**src/rtl/arqui_pkg.sv**
```systemverilog
// Shared constants and source encodings for the arqui D-FIFO drain path.
package arqui_pkg;

    localparam int DATA_W      = 6;
    localparam int DRAIN_DEPTH = 3;

    typedef enum logic {
        SRC_D0 = 1'b0,
        SRC_D1 = 1'b1
    } src_e;

    function automatic logic [1:0] ptr_inc(input logic [1:0] p);
        return (p == 2'(DRAIN_DEPTH - 1)) ? 2'd0 : p + 2'd1;
    endfunction

endpackage

```
**src/rtl/drain_skid_buf.sv**
```systemverilog
// Small ring buffer of {src, data} entries; push and pop may coincide.
module drain_skid_buf
    import arqui_pkg::*;
#(
    parameter int DATA_W = arqui_pkg::DATA_W
) (
    input  logic              clk,
    input  logic              reset_L,
    input  logic              push,
    input  src_e              push_src,
    input  logic [DATA_W-1:0] push_data,
    input  logic              pop,
    output src_e              head_src,
    output logic [DATA_W-1:0] head_data,
    output logic [1:0]        occ
);

    logic [DATA_W:0] mem_q [DRAIN_DEPTH];
    logic [DATA_W:0] mem_d [DRAIN_DEPTH];
    logic [1:0]      rd_ptr_q, rd_ptr_d;
    logic [1:0]      wr_ptr_q, wr_ptr_d;
    logic [1:0]      occ_q, occ_d;

    always_comb begin
        mem_d    = mem_q;
        rd_ptr_d = rd_ptr_q;
        wr_ptr_d = wr_ptr_q;
        occ_d    = occ_q;
        if (push) begin
            mem_d[wr_ptr_q] = {push_src, push_data};
            wr_ptr_d        = ptr_inc(wr_ptr_q);
        end
        if (pop) begin
            rd_ptr_d = ptr_inc(rd_ptr_q);
        end
        case ({push, pop})
            2'b10:   occ_d = occ_q + 2'd1;
            2'b01:   occ_d = occ_q - 2'd1;
            default: occ_d = occ_q;
        endcase
    end

    // Storage is cleared on reset so the head reads as zero afterwards.
    always_ff @(posedge clk) begin
        if (!reset_L) begin
            mem_q    <= '{default: '0};
            rd_ptr_q <= '0;
            wr_ptr_q <= '0;
            occ_q    <= '0;
        end else begin
            mem_q    <= mem_d;
            rd_ptr_q <= rd_ptr_d;
            wr_ptr_q <= wr_ptr_d;
            occ_q    <= occ_d;
        end
    end

    assign head_src  = src_e'(mem_q[rd_ptr_q][DATA_W]);
    assign head_data = mem_q[rd_ptr_q][DATA_W-1:0];
    assign occ       = occ_q;

endmodule

```
**src/rtl/d_fifo_drain.sv**
```systemverilog
// Round-robin drain of the D0/D1 destination FIFOs into one tagged stream
// with credit-based popping that covers the FIFOs' registered read latency.
module d_fifo_drain
    import arqui_pkg::*;
#(
    parameter int DATA_W = arqui_pkg::DATA_W,
    parameter int CNT_W  = 8
) (
    input  logic              clk,
    input  logic              reset_L,
    input  logic              enable,
    input  logic              fifo_empty_d0,
    input  logic              fifo_empty_d1,
    input  logic [DATA_W-1:0] data_in_d0,
    input  logic [DATA_W-1:0] data_in_d1,
    input  logic              sink_ready,
    output logic              pop_d0,
    output logic              pop_d1,
    output logic [DATA_W-1:0] data_out,
    output logic              valid_out,
    output logic              src_out,
    output logic [CNT_W-1:0]  count_d0,
    output logic [CNT_W-1:0]  count_d1,
    output logic              idle_out
);

    logic             infl_q, infl_d;
    src_e             infl_src_q, infl_src_d;
    src_e             last_grant_q, last_grant_d;
    logic [CNT_W-1:0] count_d0_q, count_d0_d;
    logic [CNT_W-1:0] count_d1_q, count_d1_d;
    logic             idle_q, idle_d;

    logic              go, grant_d0, grant_d1, xfer;
    logic [1:0]        occ;
    src_e              head_src;
    logic [DATA_W-1:0] head_data;
    logic [DATA_W-1:0] push_data;

    // Credit counts the in-flight word so a returning word always has a slot;
    // sink_ready is deliberately kept out of this path.
    always_comb begin
        go       = enable & reset_L & ((3'(occ) + 3'(infl_q)) < 3'(DRAIN_DEPTH));
        grant_d0 = 1'b0;
        grant_d1 = 1'b0;
        if (go) begin
            if (!fifo_empty_d0 && !fifo_empty_d1) begin
                grant_d0 = (last_grant_q == SRC_D1);
                grant_d1 = ~grant_d0;
            end else begin
                grant_d0 = ~fifo_empty_d0;
                grant_d1 = ~fifo_empty_d1;
            end
        end
    end

    always_comb begin
        xfer         = (occ != 2'd0) & sink_ready;
        infl_d       = grant_d0 | grant_d1;
        infl_src_d   = grant_d1 ? SRC_D1 : SRC_D0;
        last_grant_d = infl_d ? infl_src_d : last_grant_q;
        push_data    = (infl_src_q == SRC_D1) ? data_in_d1 : data_in_d0;

        count_d0_d = count_d0_q;
        count_d1_d = count_d1_q;
        if (xfer && head_src == SRC_D0 && count_d0_q != '1) begin
            count_d0_d = count_d0_q + CNT_W'(1);
        end
        if (xfer && head_src == SRC_D1 && count_d1_q != '1) begin
            count_d1_d = count_d1_q + CNT_W'(1);
        end

        idle_d = (occ == 2'd0) & ~infl_q & fifo_empty_d0 & fifo_empty_d1;
    end

    always_ff @(posedge clk) begin
        if (!reset_L) begin
            infl_q       <= 1'b0;
            infl_src_q   <= SRC_D0;
            last_grant_q <= SRC_D1;
            count_d0_q   <= '0;
            count_d1_q   <= '0;
            idle_q       <= 1'b1;
        end else begin
            infl_q       <= infl_d;
            infl_src_q   <= infl_src_d;
            last_grant_q <= last_grant_d;
            count_d0_q   <= count_d0_d;
            count_d1_q   <= count_d1_d;
            idle_q       <= idle_d;
        end
    end

    drain_skid_buf #(
        .DATA_W (DATA_W)
    ) u_buf (
        .clk       (clk),
        .reset_L   (reset_L),
        .push      (infl_q),
        .push_src  (infl_src_q),
        .push_data (push_data),
        .pop       (xfer),
        .head_src  (head_src),
        .head_data (head_data),
        .occ       (occ)
    );

    assign pop_d0    = grant_d0;
    assign pop_d1    = grant_d1;
    assign valid_out = (occ != 2'd0);
    assign data_out  = head_data;
    assign src_out   = head_src;
    assign count_d0  = count_d0_q;
    assign count_d1  = count_d1_q;
    assign idle_out  = idle_q;

endmodule

```
**config.mk**
```make
export PLATFORM = sky130hd
export DESIGN_NAME = d_fifo_drain
export DESIGN_NICKNAME = d
export VERILOG_FILES = /design/src/rtl/arqui_pkg.sv /design/src/rtl/drain_skid_buf.sv /design/src/rtl/d_fifo_drain.sv
export SDC_FILE = /design/constraint.sdc
export NUM_CORES = 1
export LEC_CHECK = 0
export ABC_AREA = 1
export CAP_MARGIN = 10
export CORE_ASPECT_RATIO = 1.2
export CORE_UTILIZATION = 60
export DETAILED_ROUTE_END_ITERATION = 10
export DONT_BUFFER_PORTS = 1
export PLACE_DENSITY = 0.83
export SETUP_SLACK_MARGIN = 0.5
export SLEW_MARGIN = 25
export SYNTH_ARGS = -nofsm -noshare
export SYNTH_HDL_FRONTEND = slang
export SYNTH_SLANG_ARGS = --single-unit
```
**constraint.sdc**
```tcl
create_clock -name clk -period 1.6 [get_ports clk]
set_input_delay 0.16 -clock clk [delete_from_list [all_inputs] [get_ports clk]]
set_output_delay 0.16 -clock clk [all_outputs]
set_load 0.1 [all_outputs]
```
==> flow_summary.json, run 1 <==
{
  "worst_endpoint": "pop_d1",
  "ys_async_sr_fraction_pct": 0,
  "die_w_um": 59.9,
  "cts_sinks": 47,
  "grt_max_degree": 26,
  "synthTopCellsByCount": "nand2_1, inv_1, dfxtp_1",
  "worst-ep-kind": "top-level output",
  "error": "[ERROR DPL-0038] Utilization greater than 100%, impossible to legalize",
  "synthTopCellsByArea": "dfxtp_1, nand2_1, inv_1, a21oi_1, nor2_1",
  "die_h_um": 71.5,
  "cts-root-buf": "clkbuf_8",
  "synth_edf_count": 0,
  "ys_seq_area_share_pct": 38.9,
  "place_congestion": 0.822,
  "ys_ff_latch": 47,
  "syn-cell-area_mm2": 0.00242,
  "h-tree-depth": 2,
  "status": "aborted with a tool error",
  "dp_cells": 429,
  "rows": 24,
  "haltStage": "global routing",
  "start_util_pct": 64.4,
  "io_buffer_count": 0,
  "synthFlopType": "dfxtp_1",
  "cts_buffers": 5,
  "synth_cells": 353,
  "cts_max_path_buffers": 2,
  "synth_nets": 376,
  "synth.most_common_cell": "nand2_1",
  "num_io_pins": 45,
  "synth_warnings": 0,
  "hpwl_um": 3970,
  "syn-mean-instance-area_um2": 6.84,
  "yosysTopAreaCell": "dfxtp_1",
  "synthDistinctLibCells": 29,
  "yosysTopAreaCellShare_pct": 38.9
}
## repair_timing
action,4_1_cts
buffers inserted,18
hold buffers,2
endpoints found under the setup margin,63
endpoints found under the hold margin,25
pin swaps,25
resized for setup,96
## kinds of logic after synthesis
| kind of cell | synth area share, % |
|---|---|
| buffers and inverters | 9.89 |
| and+or+nand+nor | 32.0 |
| AOI/OAI and AO/OA | 16.6 |
| DFF | 38.9 |
| adders and majority gates | 2.59 |
## stage by stage
step                utilization, %  TNS [ns]  area, µm²  worst slack (ns)
global placement              81.7         0       3070            0.0622
CTS                           97.2    -0.517       3650            -0.273
detailed placement            81.7         0       3070            0.0338
floorplan                        -         0       2750           0.00266
==> run 2, diff against run 1 <==
Settings changed: CORE_ASPECT_RATIO 1.2 to unset, CORE_UTILIZATION 60 to 40, PLACE_DENSITY 0.83 to unset, PLACE_DENSITY_LB_ADDON set to 0.15, SETUP_SLACK_MARGIN 0.5 to unset.
==> run 2 against run 1 <==
  * The flow now finishes, with violations (negative setup slack)
  * Synthesized cell count did not move
  * Synthesized area did not move
==> flow_summary.json, run 2 <==
{
  "slowest_stage": "dfxtp_4",
  "cts_sinks": 47,
  "path_depth": 6,
  "area_growth_pct": 30.7,
  "die_h_um": 79.7,
  "final.period_utilization_pct": 114,
  "post_dp_cell_area_mm2": 0.00294,
  "synthFlopType": "dfxtp_1",
  "worst-path-buf-inv": 2,
  "cts_buffers": 5,
  "largest_reg_flops": 21,
  "slew_headroom_pct": 63.3,
  "violations": "negative setup slack",
  "layout-drive-gt1-share_pct": 28.0,
  "h-tree-depth": 2,
  "grt_setup_unrepaired": "true",
  "viasPerCell": 4.81,
  "grtUsageTotal_pct": 18.9,
  "cap_violations": 0,
  "cts_max_path_buffers": 2,
  "worst_r2r_path_depth": 9,
  "io_buffer_count": 0,
  "p_per_area_mw_per_mm2": 1040,
  "antennaDiodeCount": 0,
  "hold_violations": 0,
  "cts-root-buf": "clkbuf_8",
  "arrival_ns": 1.67,
  "drtIter0Drc": 86,
  "syn-mean-instance-area_um2": 6.84,
  "ys_ff_latch": 47,
  "worst_pin_slew_ns": 0.550,
  "wl_um": 5350,
  "hold_ws_ns": 0.0339,
  "tritoncts": "yes",
  "utilization_pct": 55.6,
  "final_area_mm2": 0.00316,
  "synth_edf_count": 0,
  "grt_antenna_before_repair": 0,
  "drv_slew": 0,
  "final_cell_mix": "nand2_1, inv_1, nor2_1, a21oi_1, buf_4",
  "synthDistinctLibCells": 29,
  "synthTopCellsByCount": "nand2_1, inv_1, dfxtp_1",
  "hp-class": "primary input to flop",
  "final_nets": 418,
  "crit_family": "adder cells",
  "clk-insertion-delay-late_ns": 0.30,
  "synth_cells": 353,
  "num_io_pins": 45,
  "yosysTopAreaCell": "dfxtp_1",
  "syn-cell-area_mm2": 0.00242,
  "start_util_pct": 42.6,
  "p_leak_uw": 0.00132,
  "synth_warnings": 0,
  "slowest_delay_ns": 0.36,
  "layout_setup_ws_ns": -0.228,
  "crit_top_cell": "ha_4",
  "grt-ovfl-total": 0,
  "cts.clk_slew.worst_paths_ns": 0.08,
  "die_w_um": 79.7,
  "max_flop_register": "u_buf.mem_q",
  "synth.most_common_cell": "nand2_1",
  "ys_seq_area_share_pct": 38.9,
  "status": "finished, violations left",
  "min_path_cells": 2,
  "crit_chain": "ha_4 -> ha_4 -> a211oi_4 -> nand3_2 -> clkinvlp_4 -> buf_12",
  "end_kind": "primary output",
  "pre_cts_ws_ns": 0.0172,
  "cp-start-kind": "flop",
  "place_congestion": 0.786,
  "ys_async_sr_fraction_pct": 0,
  "antenna_left": 0,
  "avgRoutedWirePerCell_um": 11.4,
  "synthTopCellsByArea": "dfxtp_1, nand2_1, inv_1, a21oi_1, nor2_1",
  "dieArea_mm2": 0.00636,
  "synth_nets": 376,
  "fin_crit_ns": 1.83,
  "firstDrtPassIters": 4,
  "vias": 2249,
  "final_common_cell": "nand2_1",
  "cp_max_fo": 2,
  "core_mm2": 0.00568,
  "setup-violations-final": 2,
  "grt_pass1_vias": 2138,
  "grt_max_degree": 30,
  "fmax_mhz": 547,
  "critical_path_class": "flop to primary output",
  "grt_pass1_wl_um": 9470,
  "drc": 0,
  "yosysTopAreaCellShare_pct": 38.9,
  "worstPathRequired_ns": 1.44,
  "ir_drop_mv": 0.507,
  "rows": 27,
  "hpwl_um": 3880,
  "clock_skew_ns": 0.00514,
  "n_fill_cell": 561
}
[run 2: worst paths after layout]
path	endpoint	start	slack, ns
worst max-delay path	pop_d1	infl_q	-0.23
worst min-delay path	idle_out	fifo_empty_d1	0.03
worst max register to register	u_buf.occ[1]	u_buf.occ[0]	0.09
worst min register to register	u_buf.mem_q[4]	u_buf.mem_q[4]	0.45
[run 2: what timing repair did]
item | in CTS | in global routing
hold buffers | 2 | 0
gates resized for setup | 8 | 15
hold endpoints to repair | 29 | 0
setup buffers | 3 | 3
pin swaps | 5 | 5
endpoints found under the setup margin | 9 | 11
[run 2: power by group]
part | internal [µW] | leakage [µW] | switching (µW) | total (µW)
registers | 1230 | 0.000393 | 60.8 | 1290
clock network | 395 | 0.0000515 | 385 | 779
logic | 382 | 0.000870 | 822 | 1200
total | 2010 | 0.00132 | 1270 | 3270
[run 2: cells by family (layout without fill, tap and decap cells)]
group                      count (synthesis)  in the layout  share of synthesized area, %
and+or+nand+nor                          166            166                          32.0
AOI/OAI and AO/OA                         75             75                          16.6
buffers and inverters                     60            103                          9.89
DFF                                       47             47                          38.9
adders and majority gates                  5              5                          2.59
[run 2: per-stage QoR]
stage / power, µW / std cells / TNS [ns]
6_report: 3270 / 468 / -0.442
2_1_floorplan: 2140 / 353 / -0.0757
5_1_grt: 3440 / 468 / -0.593
4_1_cts: 3270 / 465 / -0.555
3_3_place_gp: 2420 / 452 / 0
3_5_place_dp: 2440 / 452 / 0
[run 2: cell type report]
| type | instances | area (µm²) | area share (%) |
|---|---|---|---|
| repair buffers | 43 | 439 | 13.9 |
| flip-flops and latches | 47 | 985 | 31.2 |
| well taps | 72 | 90.1 | 2.85 |
| clock buffers | 8 | 100 | 3.17 |
| multi-input cells | 246 | 1340 | 42.3 |
| inverters | 52 | 208 | 6.58 |
[run 2: worst reg2reg max path, stage by stage (launching register included)]
cell	delay [ns]
dfxtp_2	0.34
buf_4	0.15
nor2_4	0.15
nor2_8	0.05
ha_1	0.28
inv_2	0.07
nand2_1	0.06
nor2_2	0.14
buf_4	0.13
a21oi_2	0.04
[run 2: layer usage]
layer	wire (µm)	vias up	part of all wire [%]	GRT usage [%]
li1	-	1206	-	-
met1	2540	989	47	24.7
met2	2460	49	46	30.8
met3	297	5	5.6	4.11
met4	53	0	0.99	6.00
met5	0	-	0	0
(Power assumes the default switching activity.)
==> run 3, diff against run 2 <==
Settings changed: SETUP_SLACK_MARGIN set to 0.05.
==> run 3 against run 2 <==
  * The flow still finishes with violations (negative setup slack)
  * Largest power group is now combinational cells
  * Via count grew 1.7%
  * Cell area increased by 4.3%
  * Worst hold slack got worse by 0.0055 ns
  * Clock skew about the same
  * Largest cell class unchanged
  * Critical endpoint unchanged
  * Sequential power hardly changed
  * Non-clock buffer count rose by 6
  * Sequential share of layout area decreased by 1.2 points
  * First-iteration DRC count grew 45%
==> flow_summary.json, run 3 (same netlist as run 2, synthesis figures left out) <==
{
  "met3_length_um": 238,
  "grt-ovfl-total": 0,
  "core_mm2": 0.00568,
  "io_buffer_count": 0,
  "final_common_cell": "nand2_1",
  "final_nets": 424,
  "hp-class": "primary input to flop",
  "top_layer": "met4",
  "route.met2.wl_um": 2590,
  "place_congestion": 0.805,
  "grt_max_degree": 31,
  "hold_violations": 0,
  "dp_cells": 450,
  "violations": "negative setup slack",
  "post_dp_cell_area_mm2": 0.00295,
  "final_area_mm2": 0.00329,
  "vias": 2287,
  "fin_cells": 474,
  "firstDrtPassIters": 4,
  "cts_sinks": 47,
  "clock_skew_ns": 0.00497,
  "die_h_um": 79.7,
  "clk-insertion-delay-late_ns": 0.30,
  "viasPerCell": 4.82,
  "tritoncts": "yes",
  "final_cell_mix": "nand2_1, inv_1, nor2_1, a21oi_1, buf_4",
  "fin_tns_setup_ns": -0.431,
  "fin_crit_ns": 1.82,
  "drv_slew": 0,
  "p_per_area_mw_per_mm2": 1010,
  "wl_um": 5490,
  "setup-violations-final": 2,
  "end_kind": "primary output",
  "slew_headroom_pct": 62.9,
  "antennaDiodeCount": 0,
  "antenna_left": 0,
  "cts_buffers": 5,
  "critical_path_class": "flop to primary output",
  "cap_violations": 0,
  "drc": 0,
  "grt_pass1_wl_um": 9230,
  "cts.clk_slew.worst_paths_ns": 0.09,
  "layout-drive-gt1-share_pct": 30.6,
  "layout_setup_ws_ns": -0.222,
  "cts_max_path_buffers": 2,
  "pre_cts_ws_ns": 0.0175,
  "cp-start-kind": "flop",
  "grt_antenna_before_repair": 0,
  "num_io_pins": 45,
  "grt_setup_unrepaired": "true",
  "avgRoutedWirePerCell_um": 11.6,
  "drtIter0Drc": 125,
  "arrival_ns": 1.66,
  "h-tree-depth": 2,
  "worstPathRequired_ns": 1.44,
  "grtUsageTotal_pct": 18.6,
  "area_growth_pct": 36.4,
  "ir_drop_mv": 0.854,
  "dieArea_mm2": 0.00636,
  "start_util_pct": 42.6,
  "largest_reg_flops": 21,
  "rows": 27,
  "status": "finished, violations left",
  "fmax_mhz": 549,
  "p_leak_uw": 0.00141,
  "die_w_um": 79.7,
  "grt_pass1_vias": 1986,
  "cp_max_fo": 2,
  "cts-root-buf": "clkbuf_8",
  "worst_pin_slew_ns": 0.556,
  "max_flop_register": "u_buf.mem_q",
  "met1Wirelength_um": 2640,
  "final.period_utilization_pct": 114,
  "hpwl_um": 3730
}
-- run 3: stage by stage --
stage          util (%)  hold slack, ns  total power [µW]
2_1_floorplan         -           0.324              2160
3_3_place_gp       52.0           0.245              2440
3_5_place_dp       52.0           0.258              2450
4_1_cts            55.3          0.0236              3240
5_1_grt            58.0          0.0397              3490
6_report           58.0          0.0284              3330
-- run 3: per-layer routing --
| metal | track usage [%] | vias to the layer above |
|---|---|---|
| li1 | - | 1209 |
| met1 | 24.7 | 1033 |
| met2 | 29.5 | 43 |
| met3 | 5.37 | 2 |
| met4 | 4.36 | 0 |
| met5 | 0 | - |
-- run 3: area by class of cell --
type	count	area (µm²)
clock buffers	6	72.6
clock inverters	2	11.3
fillers	544	2380
inverters	52	208
multi-input cells	246	1420
flip-flops and latches	47	987
well taps	72	90.1
repair buffers	49	508
-- run 3: critical path: stages (launching register included) --
cell        delay [ns]
dfxtp_4           0.36
ha_4              0.16
ha_4              0.21
a211oi_4          0.23
nand3_2           0.13
clkinvlp_4        0.10
buf_12            0.16
-- run 3: final timing paths --
check,from,slack [ns],depth (start not counted),endpoint
setup / recovery,u_buf.occ[0],-0.22,6,pop_d1
hold / removal,fifo_empty_d0,0.03,2,idle_out
setup reg to reg,u_buf.occ[0],0.11,7,last_grant_q
hold reg to reg,u_buf.mem_q[3],0.44,2,u_buf.mem_q[3]
-- run 3: repair_timing --
action | 4_1_cts | 5_1_grt
gates cloned | 0 | 0
gates resized for setup | 20 | 22
setup buffers | 5 | 10
pin swaps | 8 | 9
hold endpoints to repair | 30 | 0
endpoints found under the setup margin | 9 | 12
hold buffers | 1 | 0
-- run 3: power breakdown --
group | internal, µW | leakage [µW] | switching [µW]
Clock | 308 | 0.0000455 | 406
Combinational | 457 | 0.000972 | 877
Sequential | 1230 | 0.000394 | 54.7
==> run 4, diff against run 3 <==
Settings changed: PLACE_DENSITY_LB_ADDON 0.15 to unset, SYNTH_HIERARCHICAL set to 1.
==> run 4 against run 3 <==
  * The flow finishes with violations (negative hold slack, negative setup slack)
  * Global-route usage rose by 0.17 points
  * Largest cell class unchanged
  * Setup slack improved by 0.13 ns
  * Combinational power fell by 39%
  * Sequential power barely moved
  * Critical endpoint unchanged
  * Worst hold slack got worse by 0.095 ns
  * Synthesized area fell by 3.1%
  * Clock power rose by 26%
  * Clock-buffer cell count did not move
  * Via count fell by 4.2%
  * Power fell by 10%
  * Routed wire length rose by 1.6%
  * Synthesized cell count fell by 6.5%
  * Largest power group is now sequential cells
==> flow_summary.json, run 4 <==
{
  "grt_setup_unrepaired": "true",
  "cts-root-buf": "clkbuf_8",
  "synthMuxAreaShare_pct": 2.88,
  "final_cell_mix": "nand2_1, nor2_1, dfxtp_1, inv_1, buf_4",
  "synthTopCellsByArea": "dfxtp_1, nand2_1, nor2_1, inv_1, o21ai_0",
  "drtIter0Drc": 196,
  "antennaDiodeCount": 0,
  "core_mm2": 0.00557,
  "crit_top_cell": "ha_4",
  "fmax_mhz": 590,
  "grt_pass1_vias": 2052,
  "grt_use_met2_pct": 29.4,
  "grt.busiest_layer": "met2",
  "wl_um": 5580,
  "syn-cell-area_mm2": 0.00234,
  "dp_cells": 433,
  "seqPwrFrac_pct": 42.6,
  "crit_chain": "ha_4 -> ha_4 -> nand2_4 -> nand3_4 -> nor3_4 -> buf_12",
  "intPower_uw": 2000,
  "p_per_area_mw_per_mm2": 922,
  "yosysTopAreaCell": "dfxtp_1",
  "cts_buffers": 5,
  "drv_slew": 0,
  "hold_ws_ns": -0.0669,
  "drc": 0,
  "synth_nets": 353,
  "p_switching_uw": 982,
  "yosysTopAreaCellShare_pct": 40.2,
  "clk-insertion-delay-late_ns": 0.29,
  "synthDistinctLibCells": 28,
  "firstDrtPassIters": 5,
  "grt-ovfl-total": 0,
  "avgRoutedWirePerCell_um": 12.5,
  "cap_violations": 0,
  "hpwl_um": 3820,
  "grt_pass1_wl_um": 9180,
  "viasPerCell": 4.92,
  "cts.clk_slew.worst_paths_ns": 0.09,
  "pwr-share-comb_pct": 27.2,
  "slowest_delay_ns": 0.34,
  "cts_hold_buf": 2,
  "layout-drive-gt1-share_pct": 29.8,
  "clock_skew_ns": 0.00333,
  "status": "finished, violations left",
  "place_congestion": 0.784,
  "slowest_stage": "dfxtp_2",
  "final_common_cell": "nand2_1",
  "dieArea_mm2": 0.00617,
  "cts_sinks": 47,
  "utilization_pct": 58.1,
  "vias": 2190,
  "syn-mean-instance-area_um2": 7.10,
  "setup-violations-final": 2,
  "max_flop_register": "u_buf/mem_q",
  "num_io_pins": 45,
  "grtUsageTotal_pct": 18.8,
  "hold_violations": 1,
  "synth_cells": 330,
  "hp-class": "primary input to flop",
  "ys_async_sr_fraction_pct": 0,
  "synthAdderAreaFrac_pct": 2.67,
  "cp-start-kind": "flop",
  "rows": 27,
  "fin_cells": 445,
  "violations": "negative hold slack, negative setup slack",
  "p_clk_share_pct": 30.2,
  "post_dp_cell_area_mm2": 0.00291,
  "synth_edf_count": 0,
  "tritoncts": "yes",
  "largest_reg_flops": 21,
  "synthFlopType": "dfxtp_1",
  "ys_ff_latch": 47,
  "area_growth_pct": 38.2,
  "synthTopCellsByCount": "nand2_1, nor2_1, dfxtp_1",
  "slew_headroom_pct": 51.4,
  "grt_max_degree": 18,
  "grtUsageMet1_pct": 25.8,
  "synth-simple-area-share_pct": 32.9,
  "cts_max_path_buffers": 2,
  "critical_path_class": "flop to primary output",
  "die_h_um": 78.5,
  "arrival_ns": 1.53,
  "synthXorXnorAreaFrac_pct": 2.24,
  "final_nets": 395,
  "final.period_utilization_pct": 106,
  "worstPathRequired_ns": 1.44,
  "grt_antenna_before_repair": 0,
  "ir_drop_mv": 0.644,
  "synth_top_family_by_area": "simple AND/OR/NAND/NOR gates",
  "fin_crit_ns": 1.69,
  "start_util_pct": 42.0,
  "ys_seq_area_share_pct": 40.2,
  "synth-compound-area-share_pct": 12.3,
  "synth_warnings": 6,
  "switching_share_pct": 32.9,
  "io_buffer_count": 0,
  "antenna_left": 0,
  "met3_usage_pct": 2.91,
  "end_kind": "primary output",
  "h-tree-depth": 2,
  "p_total_uw": 2990,
  "die_w_um": 78.5,
  "worst_pin_slew_ns": 0.727,
  "layout_setup_ws_ns": -0.0946,
  "synth.most_common_cell": "nand2_1",
  "final_area_mm2": 0.00324,
  "cp_max_fo": 3,
  "p_leak_uw": 0.00124
}
-- run 4: cell types whose count changed after synthesis, moves of 7 or more --
| cell | before | now |
|---|---|---|
| o21ai_0 | 33 | 22 |
| nand2_1 | 85 | 75 |
| inv_1 | 50 | 34 |
| nor2_1 | 45 | 62 |
| o211ai_1 | 0 | 7 |
| a21oi_1 | 36 | 20 |
-- run 4: kinds of logic after synthesis --
family,Yosys count
AOI/OAI and AO/OA,52
xor gates and xnor gates,6
adders and majority gates,5
buffers and inverters,41
DFF,47
muxes,6
and+or+nand+nor,173
-- run 4: final timing paths --
kind,from,end,slack (ns),cells after the start
max,infl_q,pop_d1,-0.09,6
min,fifo_empty_d1,infl_src_q,-0.07,1
max reg2reg,u_buf/rd_ptr_q[1],count_d0[4],0.09,10
min reg2reg,u_buf/mem_q[9],u_buf/mem_q[9],0.47,2
-- run 4: repair_timing --
action	CTS	global route
pin swaps	9	17
endpoints found under the setup margin	9	25
setup buffers	1	1
endpoints found under the hold margin	18	1
gates resized for setup	13	36
gates cloned	0	0
-- run 4: final cells by class --
| cell class | count | area, µm² |
|---|---|---|
| Fill cell | 510 | 2340 |
| Clock buffer | 6 | 82.6 |
| Sequential cell | 47 | 952 |
| Multi-Input combinational cell | 242 | 1470 |
| Clock inverter | 2 | 35.0 |
| Inverter | 36 | 148 |
| Tap cell | 72 | 90.1 |
| Timing Repair Buffer | 40 | 457 |
-- run 4: worst max-delay path, delay by kind of cell (launching register included) --
kind | cells | cell delay, ns
flip-flops | 1 | 0.34
AND/OR/NAND/NOR | 3 | 0.32
adder cells (fa/ha/maj) | 2 | 0.37
buffers and inverters | 1 | 0.20
-- run 4: per-stage QoR --
stage          setup TNS (ns)  worst slack [ns]
4_1_cts                -0.196            -0.109
6_report               -0.164           -0.0946
3_3_place_gp                0             0.103
3_5_place_dp                0            0.0999
5_1_grt                -0.437            -0.162
2_1_floorplan          -23.33             -1.20
-- run 4: layer usage --
metal / vias up / wire length, µm
li1: 1141 / -
met1: 1002 / 2730
met2: 43 / 2610
met4: 0 / 44
met5: - / 0
met3: 4 / 196
-- run 4: power groups by stage --
stage	combinational, µW	clock [µW]	sequential, µW
floorplan	432	0	1370
global placement	719	0	1290
finish	812	901	1270
global route	863	966	1280
CTS	765	921	1270
detailed placement	722	0	1290
